[config.mk]
export PLATFORM = sky130hd
export DESIGN_NAME = hazard_ctrl
export DESIGN_NICKNAME = d
export VERILOG_FILES = /design/src/rtl/hazard_ctrl_pkg.sv /design/src/rtl/hazard_ctrl_detect.sv /design/src/rtl/hazard_ctrl.sv
export SDC_FILE = /design/constraint.sdc
export NUM_CORES = 1
export LEC_CHECK = 0
export ABC_AREA = 1
export BUFFER_PORTS_ARGS = -buffer_cell sky130_fd_sc_hd__buf_4
export CORE_ASPECT_RATIO = 1.75
export CORE_UTILIZATION = 40
export DETAILED_ROUTE_END_ITERATION = 8
export GPL_TIMING_DRIVEN = 1
export PLACE_DENSITY = 0.78
export SYNTH_ARGS = -nofsm -noshare
export SYNTH_HDL_FRONTEND = slang
export SYNTH_SLANG_ARGS = --single-unit
[constraint.sdc]
create_clock -name clk -period 4.82 [get_ports clk]
set_input_delay 0.241 -clock clk [delete_from_list [all_inputs] [get_ports clk]]
set_output_delay 0.241 -clock clk [all_outputs]
set_load 0.02 [all_outputs]
[src/rtl/hazard_ctrl_pkg.sv]
// Shared definitions for the pipeline hazard/sequencing controller:
// control-word field positions, MD encodings and FSM state encoding.
package hazard_ctrl_pkg;

    localparam int unsigned REG_W   = 5;
    localparam int unsigned MD_W    = 2;
    localparam int unsigned PFC_W   = 5;

    localparam int unsigned RS1_MSB = 34;
    localparam int unsigned RS1_LSB = 30;
    localparam int unsigned RS2_MSB = 29;
    localparam int unsigned RS2_LSB = 25;
    localparam int unsigned RD_MSB  = 24;
    localparam int unsigned RD_LSB  = 20;
    localparam int unsigned MD_MSB  = 17;
    localparam int unsigned MD_LSB  = 16;
    localparam int unsigned RW_BIT  = 15;
    localparam int unsigned FS_MSB  = 14;
    localparam int unsigned FS_LSB  = 9;
    localparam int unsigned MW_BIT  = 8;
    localparam int unsigned PFC_MSB = 4;
    localparam int unsigned PFC_LSB = 0;

    localparam logic [MD_W-1:0] MD_MEM = 2'd0;
    localparam logic [MD_W-1:0] MD_FU  = 2'd1;
    localparam logic [MD_W-1:0] MD_PC  = 2'd2;
    localparam logic [MD_W-1:0] MD_IMM = 2'd3;

    // Bit within FS that marks a multi-cycle functional-unit operation.
    localparam int unsigned FS_MC_BIT = 5;

    typedef enum logic {
        ST_RUN     = 1'b0,
        ST_MC_WAIT = 1'b1
    } state_e;

endpackage

[src/rtl/hazard_ctrl_detect.sv]
// Combinational dependency check between ID and the EXE/MEM producers,
// flagging load-use and branch-operand hazards.
module hazard_detect
    import hazard_ctrl_pkg::*;
#(
    parameter int unsigned CW_W = 35
) (
    input  logic [CW_W-1:0] ifid_cw_i,
    input  logic [CW_W-1:0] idexe_cw_i,
    input  logic [CW_W-1:0] exemem_cw_i,
    output logic            hazard_o
);

    logic [REG_W-1:0] id_rs1;
    logic [REG_W-1:0] id_rs2;
    logic [REG_W-1:0] ex_rd;
    logic [REG_W-1:0] mem_rd;
    logic             id_branch;
    logic             ex_match;
    logic             mem_match;
    logic             ex_load;
    logic             mem_load;
    logic             unused_bits;

    assign id_rs1    = ifid_cw_i[RS1_MSB:RS1_LSB];
    assign id_rs2    = ifid_cw_i[RS2_MSB:RS2_LSB];
    assign ex_rd     = idexe_cw_i[RD_MSB:RD_LSB];
    assign mem_rd    = exemem_cw_i[RD_MSB:RD_LSB];
    assign id_branch = (ifid_cw_i[PFC_MSB:PFC_LSB] != '0);

    // x0 is hard-wired, so a write to it never creates a dependency.
    assign ex_match  = idexe_cw_i[RW_BIT] && (ex_rd != '0)
                       && ((ex_rd == id_rs1) || (ex_rd == id_rs2));
    assign mem_match = exemem_cw_i[RW_BIT] && (mem_rd != '0)
                       && ((mem_rd == id_rs1) || (mem_rd == id_rs2));

    assign ex_load   = idexe_cw_i[RW_BIT]  && (idexe_cw_i[MD_MSB:MD_LSB]  == MD_MEM);
    assign mem_load  = exemem_cw_i[RW_BIT] && (exemem_cw_i[MD_MSB:MD_LSB] == MD_MEM);

    // Branches resolve in ID, so they also wait on ALU results still in EXE.
    assign hazard_o  = (ex_match && ex_load)
                     || (id_branch && ex_match)
                     || (id_branch && mem_match && mem_load);

    assign unused_bits = ^{ifid_cw_i, idexe_cw_i, exemem_cw_i};

endmodule

[src/rtl/hazard_ctrl.sv]
// Pipeline sequencing controller: hazard stalls, branch flush gating,
// multi-cycle FU start/done sequencing with timeout, performance counters.
module hazard_ctrl
    import hazard_ctrl_pkg::*;
#(
    parameter int unsigned CW_W       = 35,
    parameter int unsigned MC_TIMEOUT = 16,
    parameter int unsigned CNT_W      = 32
) (
    input  logic             clk,
    input  logic             rst,
    input  logic [CW_W-1:0]  ifid_cw,
    input  logic [CW_W-1:0]  idexe_cw,
    input  logic [CW_W-1:0]  exemem_cw,
    input  logic             pc_new_enable,
    input  logic             mc_done,
    output logic             pc_stall,
    output logic             ifid_stall,
    output logic             idexe_bubble,
    output logic             idexe_hold,
    output logic             exemem_bubble,
    output logic             ifid_flush,
    output logic             pc_load_en,
    output logic             mc_start,
    output logic             mc_busy,
    output logic             mc_err,
    output logic [CNT_W-1:0] stall_cnt,
    output logic [CNT_W-1:0] flush_cnt
);

    localparam int unsigned WAIT_W = (MC_TIMEOUT > 1) ? $clog2(MC_TIMEOUT) : 1;
    localparam logic [WAIT_W-1:0] WAIT_LAST = WAIT_W'(MC_TIMEOUT - 1);

    state_e             state_q,     state_d;
    logic [WAIT_W-1:0]  wait_cnt_q,  wait_cnt_d;
    logic               mc_err_q,    mc_err_d;
    logic               suppress_q,  suppress_d;
    logic [CNT_W-1:0]   stall_cnt_q, stall_cnt_d;
    logic [CNT_W-1:0]   flush_cnt_q, flush_cnt_d;
    logic               hazard;
    logic               mc_op;

    hazard_detect #(
        .CW_W (CW_W)
    ) u_detect (
        .ifid_cw_i   (ifid_cw),
        .idexe_cw_i  (idexe_cw),
        .exemem_cw_i (exemem_cw),
        .hazard_o    (hazard)
    );

    assign mc_op = idexe_cw[FS_LSB + FS_MC_BIT];

    always_ff @(posedge clk or negedge rst) begin
        if (!rst) begin
            state_q     <= ST_RUN;
            wait_cnt_q  <= '0;
            mc_err_q    <= 1'b0;
            suppress_q  <= 1'b0;
            stall_cnt_q <= '0;
            flush_cnt_q <= '0;
        end else begin
            state_q     <= state_d;
            wait_cnt_q  <= wait_cnt_d;
            mc_err_q    <= mc_err_d;
            suppress_q  <= suppress_d;
            stall_cnt_q <= stall_cnt_d;
            flush_cnt_q <= flush_cnt_d;
        end
    end

    // Next state and pipeline controls; multi-cycle sequencing outranks hazards.
    always_comb begin
        state_d       = state_q;
        wait_cnt_d    = wait_cnt_q;
        mc_err_d      = mc_err_q;
        suppress_d    = 1'b0;
        pc_stall      = 1'b0;
        ifid_stall    = 1'b0;
        idexe_bubble  = 1'b0;
        idexe_hold    = 1'b0;
        exemem_bubble = 1'b0;
        mc_start      = 1'b0;
        mc_busy       = 1'b0;

        case (state_q)
            ST_RUN: begin
                wait_cnt_d = '0;
                if (mc_op && !suppress_q) begin
                    mc_start      = 1'b1;
                    pc_stall      = 1'b1;
                    ifid_stall    = 1'b1;
                    idexe_hold    = 1'b1;
                    exemem_bubble = 1'b1;
                    state_d       = ST_MC_WAIT;
                end else if (hazard) begin
                    pc_stall     = 1'b1;
                    ifid_stall   = 1'b1;
                    idexe_bubble = 1'b1;
                end
            end
            ST_MC_WAIT: begin
                mc_busy = 1'b1;
                // Release cycle drops the holds so the FU result latches into EXE/MEM.
                if (mc_done || (wait_cnt_q == WAIT_LAST)) begin
                    state_d    = ST_RUN;
                    wait_cnt_d = '0;
                    suppress_d = 1'b1;
                    if (!mc_done) begin
                        mc_err_d = 1'b1;
                    end
                end else begin
                    pc_stall      = 1'b1;
                    ifid_stall    = 1'b1;
                    idexe_hold    = 1'b1;
                    exemem_bubble = 1'b1;
                    wait_cnt_d    = wait_cnt_q + WAIT_W'(1);
                end
            end
            default: begin
                state_d = ST_RUN;
            end
        endcase

        pc_load_en  = pc_new_enable && !pc_stall;
        ifid_flush  = pc_load_en;
        stall_cnt_d = stall_cnt_q + CNT_W'(pc_stall);
        flush_cnt_d = flush_cnt_q + CNT_W'(ifid_flush);
    end

    assign mc_err    = mc_err_q;
    assign stall_cnt = stall_cnt_q;
    assign flush_cnt = flush_cnt_q;

endmodule

==> reports/qor.txt, run 1 <==
Met2 global-route usage: 37.2%
TritonCTS clock tree: done
Post-Layout Cell Count: 689
Post-synth top flop: sky130_fd_sc_hd__dfrtp_1
Initial core utilization: 40.9%
Min Tclk post-route: 3020 ps
Setup crit start kind: register
Worst-case reg-to-reg path depth: 15
Worst EP arrival: 3230 ps
Synthesized cell area: 3850 um2
1st-pass router iterations: 4
Final ANT Viol Nets: 0
Hold Fails Final Rpt: 0
Library cell with the highest instance count after synthesis: sky130_fd_sc_hd__nand2_1
Outcome: complete, no violations
Pwr Density: 353 nW/um2
Clock-pin slew on the worst setup and hold paths: 60 ps
Final Net Count: 677
Worst setup skew after layout: 7.52 ps
Max transition margin: 41.1%
Hold Buf Count CTS: 0
Largest vdd supply drop: 0.235 mV
Wire length of the first global-routing pass: 15,800 um
Top-level port count: 183
Top Usage Layer GRT: met2
Summed negative setup slack over all endpoints: 0 ps
Total Die Area: 10,000 um2
Half-perimeter wire length of the detailed placement result: 7340 um
Routability-driven placement congestion ratio: 0.894
Clock latency reported for the late side of the worst-skew pair: 330 ps
Fraction of the yosys area taken by sequential cells: 46.2%
Final max-slew violation count: 0
Total via count in the routed design: 3,388
Count of port buffers added during placement: 109
Core region area: 9410 um2
Biggest area consumer among synthesized cells: sky130_fd_sc_hd__dfrtp_1
Critical Path RT: 5030 ps
TritonCTS Buffers: 9
Largest fanout on the critical path: 4
Antenna violations before repair: 0
Die extent in y: 132 um
H-tree depth: 3
Via/cell ratio: 4.92
Routed wire length per instance: 13.4 um
Count of state elements after synthesis: 71
Synthesized area per cell: 8.63 um2
Most common library cells after synthesis: sky130_fd_sc_hd__nand2_1 (112), sky130_fd_sc_hd__dfrtp_1 (71), sky130_fd_sc_hd__nor2_1 (58)
Type of the tightest min-delay check: in -> async
Routed wire length: 9260 um
Final setup vio count: 0
Total setup buffers inserted after CTS: 0
Sink count of the clock tree: 71
Capturing element type of the critical path: register
Syn. warnings: 0
Pin count of the biggest net entering global routing: 72
RSZ-0062 raised after global routing: no
Distinct cell type count of the synthesized netlist: 31
Global routing usage summed across all routing layers: 19.9%
Setup CP Type: reg -> reg
Share of Yosys cell area claimed by the top area cell type: 46.2%
Final period utilization: 62.7%
Total global routing overflow: 0
Quantity of gates resized following cts: 0
Asr flop ratio synth: 100%
Post-route DRC violation count: 0
Number of enable flip-flop cells after synthesis: 0
Area growth from synthesis to layout: 32.4%
Met1 usage: 19.8%
Slew at the pin closest to its max-slew limit: 884 ps
Met3 layer usage reported by global route: 3.74%
Fraction of layout cells with a size suffix above 1: 27.0%
Vias in the first global route: 3,555
Core Rows: 47
Number of maximum-capacitance violations: 0
Upper clock frequency limit: 0.331 GHz
Post-synth net total: 560
Post-layout power: 0.00180 W
Post-placement cell count: 674
Number of antenna diodes: 0
Cell leakage power: 2.67 nW
Dominant cells by area after synthesis: sky130_fd_sc_hd__dfrtp_1 (46%), sky130_fd_sc_hd__nand2_1 (11%), sky130_fd_sc_hd__xor2_1 (8.2%)
Horizontal extent of the die: 76.1 um
DR iter-0 viols: 157
Buffer depth of the longest clock path: 2
Number of standard cells after synthesis: 446
Cell at the root of the clock tree: sky130_fd_sc_hd__clkbuf_16
placed cells by master, fill, tap and decap left out:
master / n
sky130_fd_sc_hd__nand2_2: 3
sky130_fd_sc_hd__nand4_2: 3
sky130_fd_sc_hd__nor2_4: 4
sky130_fd_sc_hd__nor3_1: 10
sky130_fd_sc_hd__nand2_4: 1
sky130_fd_sc_hd__nor2_1: 58
sky130_fd_sc_hd__or2_2: 1
sky130_fd_sc_hd__clkinv_2: 1
sky130_fd_sc_hd__and3_1: 1
sky130_fd_sc_hd__nor3_4: 1
sky130_fd_sc_hd__a21oi_1: 3
sky130_fd_sc_hd__nand4_4: 1
sky130_fd_sc_hd__xnor2_1: 30
sky130_fd_sc_hd__clkbuf_8: 2
sky130_fd_sc_hd__o21ai_0: 1
sky130_fd_sc_hd__o21bai_1: 1
sky130_fd_sc_hd__clkbuf_1: 1
sky130_fd_sc_hd__bufinv_16: 1
sky130_fd_sc_hd__nand3_2: 3
sky130_fd_sc_hd__nor3_2: 3
sky130_fd_sc_hd__nand4_1: 14
sky130_fd_sc_hd__nand3_1: 23
sky130_fd_sc_hd__nor2_2: 7
sky130_fd_sc_hd__inv_2: 2
sky130_fd_sc_hd__xor2_1: 36
sky130_fd_sc_hd__dfrtp_1: 71
sky130_fd_sc_hd__nand3b_1: 1
sky130_fd_sc_hd__inv_1: 40
sky130_fd_sc_hd__clkinvlp_4: 1
sky130_fd_sc_hd__nand2_1: 112
sky130_fd_sc_hd__a21o_1: 1
sky130_fd_sc_hd__buf_4: 109
sky130_fd_sc_hd__clkbuf_16: 9
sky130_fd_sc_hd__nor4_2: 1
sky130_fd_sc_hd__and2_1: 1
sky130_fd_sc_hd__nor4_1: 5
sky130_fd_sc_hd__ha_1: 5
flip-flops by register name (all words and copies together), names as in the netlist:
name        count
suppress_q      1
flush_cnt      32
wait_cnt_q      4
stall_cnt      32
state_q         1
mc_err          1
power breakdown:
part / switching (W) / internal, W
registers: 0.0000686 / 0.000658
logic: 0.000243 / 0.000166
clock network: 0.000235 / 0.000425
cell families after synthesis:
kind of cell	count (synthesis)	share of synthesized area (%)
and+or+nand+nor	253	31.6
DFF	71	46.2
xor gates and xnor gates	66	15.0
buffers and inverters	45	4.68
AOI/OAI and AO/OA	6	0.910
adders and majority gates	5	1.63
metal layers:
metal / share of wire [%] / up-vias
met2: 55 / 117
met4: 4.3 / 0
met5: 0 / -
met1: 36 / 1584
met3: 4.6 / 30
li1: - / 1657
stage by stage:
stage	cell area (um2)	setup slack, ps	utilization, %	hold WS (ps)
finish	5090	1800	54.1	29.7
global route	5090	1490	54.1	83.1
detailed placement	4800	1800	51.0	426
floorplan	3850	2040	-	-54.6
global placement	4800	1890	51.0	405
CTS	5090	1770	54.1	70.9
layout make-up:
class | count | area (um2)
repair buffers | 109 | 818
flip-flops and latches | 71 | 1780
well taps | 122 | 153
clock buffers | 12 | 256
inverters | 42 | 158
clock inverters | 3 | 42.5
multi-input cells | 330 | 1890
fillers | 872 | 4310
critical path: stages, from the launching register on:
cell and delay (ps):
sky130_fd_sc_hd__dfrtp_1 370, sky130_fd_sc_hd__ha_1 210, sky130_fd_sc_hd__nand3_1 100, sky130_fd_sc_hd__nand2_1 90, sky130_fd_sc_hd__inv_1 40, sky130_fd_sc_hd__nor2_1 250
sky130_fd_sc_hd__inv_1 70, sky130_fd_sc_hd__a21oi_1 310, sky130_fd_sc_hd__ha_1 310, sky130_fd_sc_hd__ha_1 250, sky130_fd_sc_hd__nand2_2 100, sky130_fd_sc_hd__nor2_2 180
sky130_fd_sc_hd__nand4_2 220, sky130_fd_sc_hd__nor2_2 190, sky130_fd_sc_hd__nand2_1 90, sky130_fd_sc_hd__xnor2_1 130
final timing paths:
kind	from	end	slack [ps]
setup reg to reg	wait_cnt_q[0]	flush_cnt[24]	1800
setup / recovery	wait_cnt_q[0]	flush_cnt[24]	1800
min in group clk	mc_done	wait_cnt_q[2]	90
max in group asynchronous	rst	wait_cnt_q[3]	4200
hold / removal	rst	stall_cnt[31]	30
hold reg to reg	wait_cnt_q[0]	wait_cnt_q[0]	460
(Power assumes the default switching activity.)
==> run 2: changes to the inputs <==
--- a/config.mk
+++ b/config.mk
@@ -5,13 +5,13 @@
 export SDC_FILE = /design/constraint.sdc
 export NUM_CORES = 1
 export LEC_CHECK = 0
-export ABC_AREA = 1
+export ABC_AREA = 0
 export BUFFER_PORTS_ARGS = -buffer_cell sky130_fd_sc_hd__buf_4
 export CORE_ASPECT_RATIO = 1.75
 export CORE_UTILIZATION = 40
 export DETAILED_ROUTE_END_ITERATION = 8
 export GPL_TIMING_DRIVEN = 1
-export PLACE_DENSITY = 0.78
+export PLACE_DENSITY = 0.83
 export SYNTH_ARGS = -nofsm -noshare
 export SYNTH_HDL_FRONTEND = slang
 export SYNTH_SLANG_ARGS = --single-unit
==> constraint.sdc (replaced) <==
create_clock -name clk -period 2.55 [get_ports clk]
set_input_delay 0.1275 -clock clk [delete_from_list [all_inputs] [get_ports clk]]
set_output_delay 0.1275 -clock clk [all_outputs]
set_load 0.02 [all_outputs]
==> run 2 against run 1 <==
  * Fmax up 24%
  * Area after synthesis fell by 12%
  * Synthesized cell count decreased by 32%
  * Critical path depth shrank 4
  * Worst setup slack worse by 1700 ps
  * Via count fell by 19%
  * Die area decreased by 12%
  * Sequential share of layout area grew 1.4 points
  * Register-to-register slack lost 1700 ps
  * Clock power increased by 73%
  * First-iteration DRC count down 14%
  * Final cell count fell by 22%
  * Largest power group unchanged
==> reports/qor.txt, run 2 <==
Cells on Worst Hold Path: 2
Pwr Density: 666 nW/um2 (+89%)
TritonCTS clock tree: done
Vias in the first global route: 2,741 (-23%)
Critical path's largest stage delay: 460 ps (+90 ps)
Cell leakage power: 2.38 nW (-11%)
Worst EP arrival: 2690 ps (-540 ps)
Min Tclk post-route: 2430 ps (-589 ps)
Worst setup skew after layout: 6.35 ps (-1.17 ps)
Asr flop ratio synth: 100% (unchanged)
Buffer depth of the longest clock path: 2 (unchanged)
Met3 layer usage reported by global route: 6.15% (+2.4 points)
Horizontal extent of the die: 71.6 um (-6.0%)
Largest fanout on the critical path: 4 (unchanged)
Final period utilization: 95.5% (+33 points)
Total Die Area: 8860 um2 (-12%)
Cell class contributing the biggest share of worst-path delay: simple AND/OR/NAND/NOR gates
Clock-pin slew on the worst setup and hold paths: 60 ps (about the same)
Slowest cell on crit path: sky130_fd_sc_hd__or4_4
DR iter-0 viols: 135 (-14%)
Sink count of the clock tree: 71 (unchanged)
Worst hold endpoint: suppress_q
Met1 usage: 20.5% (+0.74 points)
Share of power burned in registers: 42.8% (+2.3 points)
Cell-by-cell trace of the critical path: ha_2 > and3_4 > nor2_1 > nor2_2 > o211a_4 > ha_4 > ha_4 > nand3_4 > or4_4 > nor2_2 > xor2_1
Max transition margin: 41.2% (+0.15 points)
Count of state elements after synthesis: 71 (unchanged)
Leading cell type in the layout, fill and taps excluded: sky130_fd_sc_hd__buf_4
Clock latency reported for the late side of the worst-skew pair: 330 ps (about the same)
Global routing usage summed across all routing layers: 18.3% (-1.6 points)
Worst hold margin: 81.0 ps (+51.4 ps)
Top Usage Layer GRT: met2
Final Net Count: 556 (-18%)
Switching part of the total: 30.3% (-0.11 points)
Post-route DRC violation count: 0 (unchanged)
Die extent in y: 124 um (-6.1%)
Syn. warnings: 0 (unchanged)
Distinct cell type count of the synthesized netlist: 35 (+13%)
Fraction of layout cells with a size suffix above 1: 38.5% (+11 points)
Upper clock frequency limit: 0.411 GHz (+24%)
Fraction of the yosys area taken by sequential cells: 52.4% (+6.3 points)
Worst path buffer plus inverter count: 0 (-2)
Biggest area consumer among synthesized cells: sky130_fd_sc_hd__dfrtp_1
Post-synth top flop: sky130_fd_sc_hd__dfrtp_1
Final core utilization: 59.3% (+5.2 points)
Routability-driven placement congestion ratio: 0.848 (-5.1%)
Reg2Reg Setup Slack: 120 ps (-1680 ps)
Setup crit start kind: register
Number of antenna diodes: 0 (unchanged)
Number of enable flip-flop cells after synthesis: 0 (unchanged)
Via/cell ratio: 5.08 (+3.4%)
Number of maximum-capacitance violations: 0 (unchanged)
Core Rows: 44 (-6.4%)
Largest vdd supply drop: 0.619 mV (+160%)
Half-perimeter wire length of the detailed placement result: 5940 um (-19%)
Top-level port count: 183 (unchanged)
Worst reg2reg endpoint: flush_cnt[18]
Library cell with the highest instance count after synthesis: sky130_fd_sc_hd__dfrtp_1
Most common library cells after synthesis: sky130_fd_sc_hd__dfrtp_1 (71), sky130_fd_sc_hd__xnor2_1 (63), sky130_fd_sc_hd__nand2_1 (33)
Post-synth net total: 418 (-25%)
Setup Slack @ Placement: -222 ps (-2020 ps)
Placed instance area: 4570 um2 (-4.7%)
Core region area: 8260 um2 (-12%)
Final setup vio count: 0 (unchanged)
Critical Path RT: 2800 ps (-2230 ps)
Hold Fails Final Rpt: 0 (unchanged)
Slew at the pin closest to its max-slew limit: 882 ps (-2.19 ps)
Share of Yosys cell area claimed by the top area cell type: 52.4% (+6.3 points)
Total via count in the routed design: 2,740 (-19%)
Met2 global-route usage: 32.1% (-5.1 points)
Worst r2r src: wait_cnt_q[0]
WP depth: 11 (-4)
H-tree depth: 3 (unchanged)
Wire length of the first global-routing pass: 12,500 um (-21%)
Setup CP Type: reg -> reg
Commonest cells after routing, fill and taps aside: sky130_fd_sc_hd__buf_4 (130), sky130_fd_sc_hd__dfrtp_1 (71), sky130_fd_sc_hd__xnor2_1 (63)
Dominant cells by area after synthesis: sky130_fd_sc_hd__dfrtp_1 (52%), sky130_fd_sc_hd__xnor2_1 (16%), sky130_fd_sc_hd__xor2_1 (4.9%)
Total global routing overflow: 0 (unchanged)
Relative contribution of combinational cells to total power: 22.3% (-0.5 points)
Clock network fraction of total power: 34.9% (-1.8 points)
NetSw: 0.000990 W (+81%)
Launch instance of the worst min-delay path: mc_done
Antenna violations before repair: 0 (unchanged)
TritonCTS Buffers: 9 (unchanged)
RSZ-0062 raised after global routing: no
Synthesized area per cell: 11.1 um2 (+29%)
Type of the tightest min-delay check: in -> reg
Capturing element type of the critical path: register
Worst-case reg-to-reg path depth: 11 (-4)
Area growth from synthesis to layout: 44.6%
Final ANT Viol Nets: 0 (unchanged)
Internal power: 0.00227 W (+82%)
Post-layout power: 0.00326 W (+82%)
1st-pass router iterations: 4 (unchanged)
Number of standard cells after synthesis: 304 (-32%)
Pin count of the biggest net entering global routing: 72 (unchanged)
Final max-slew violation count: 0 (unchanged)
Worst Setup Slack, final: 116 ps (-1680 ps)
Synthesized cell area: 3390 um2 (-12%)
Initial core utilization: 41.0% (+0.14 points)
Area of all placed cells without fillers: 4900 um2 (-3.8%)
Routed wire length: 7820 um (-16%)
Cell at the root of the clock tree: sky130_fd_sc_hd__clkbuf_16
Outcome: complete, no violations
Routed wire length per instance: 14.5 um (+7.9%)
Count of port buffers added during placement: 109 (unchanged)
run 2: changes by cell type in the layout (fill, tap and decap cells not counted), sizes merged, moves of 4 or more:
cell   before  now
xnor2      30   63
nor2       69   20
nand2     116   33
and4        0    5
nand4      18    7
buf       109  130
and3        1   15
inv        42    2
nand3      26   30
nor3       14    7
xor2       36   19
run 2: how the worst max path moves through the flow:
stage	slack (ps)	from	endpoint
6_report	120	wait_cnt_q[0]	flush_cnt[18]
5_1_grt	0.9	wait_cnt_q[0]	flush_cnt[18]
3_3_place_gp	-150	idexe_cw[22]	flush_cnt[23]
2_1_floorplan	-50	idexe_cw[22]	flush_cnt[18]
4_1_cts	20	wait_cnt_q[0]	flush_cnt[23]
3_5_place_dp	-220	exemem_cw[23]	stall_cnt[31]
run 2: layout make-up:
type                       instances  area [um2]
timing repair buffer             131         986
fill                             677        3360
clock buffer                      11         243
sequential                        71        1780
clock inverter                     5        33.8
inverter                           2        7.51
multi-input combinational        227        1740
tap                               92         115
run 2: cells by family after synthesis:
logic type               count (synthesis)  synth area share [%]
flip-flops                              71                  52.4
AND/OR/NAND/NOR                        132                  21.6
XOR/XNOR                                82                  21.2
buffers and inverters                    6                  1.03
adder cells (fa/ha/maj)                  5                  1.85
AO/OA/AOI/OAI                            8                  1.85
run 2: power by group through the flow:
stage	combinational, W	sequential, W	clock, W
detailed placement	0.000721	0.00141	0
global placement	0.000700	0.00140	0
finish	0.000728	0.00140	0.00114
global route	0.000788	0.00142	0.00122
CTS	0.000726	0.00140	0.00116
floorplan	0.000258	0.00151	0
run 2: timing repair:
item                                    in CTS  in global routing
hold endpoints to repair                    71                  0
hold buffers                                 1                  0
endpoints found under the setup margin       9                 25
pin swaps                                    0                  6
setup buffers                                0                  2
resized for setup                            1                  5
run 2: routing by layer:
layer / wire length, um / share of wire [%]
met3: 526 / 6.7
met5: 0 / 0
met2: 4090 / 52
met4: 106 / 1.4
met1: 3100 / 40
run 2: worst reg2reg max path: cells and delay by family (launching register included):
family,cells,cell delay (ps)
AO/OA/AOI/OAI,1,210
XOR/XNOR,1,140
adder cells (fa/ha/maj),3,500
flip-flops,1,370
AND/OR/NAND/NOR,6,1150
run 2: metrics by stage:
step                TNS [ps]  instances
floorplan              -47.5        304
global placement       -2560        520
detailed placement     -4510        520
CTS                        0        537
global route               0        539
finish                     0        539
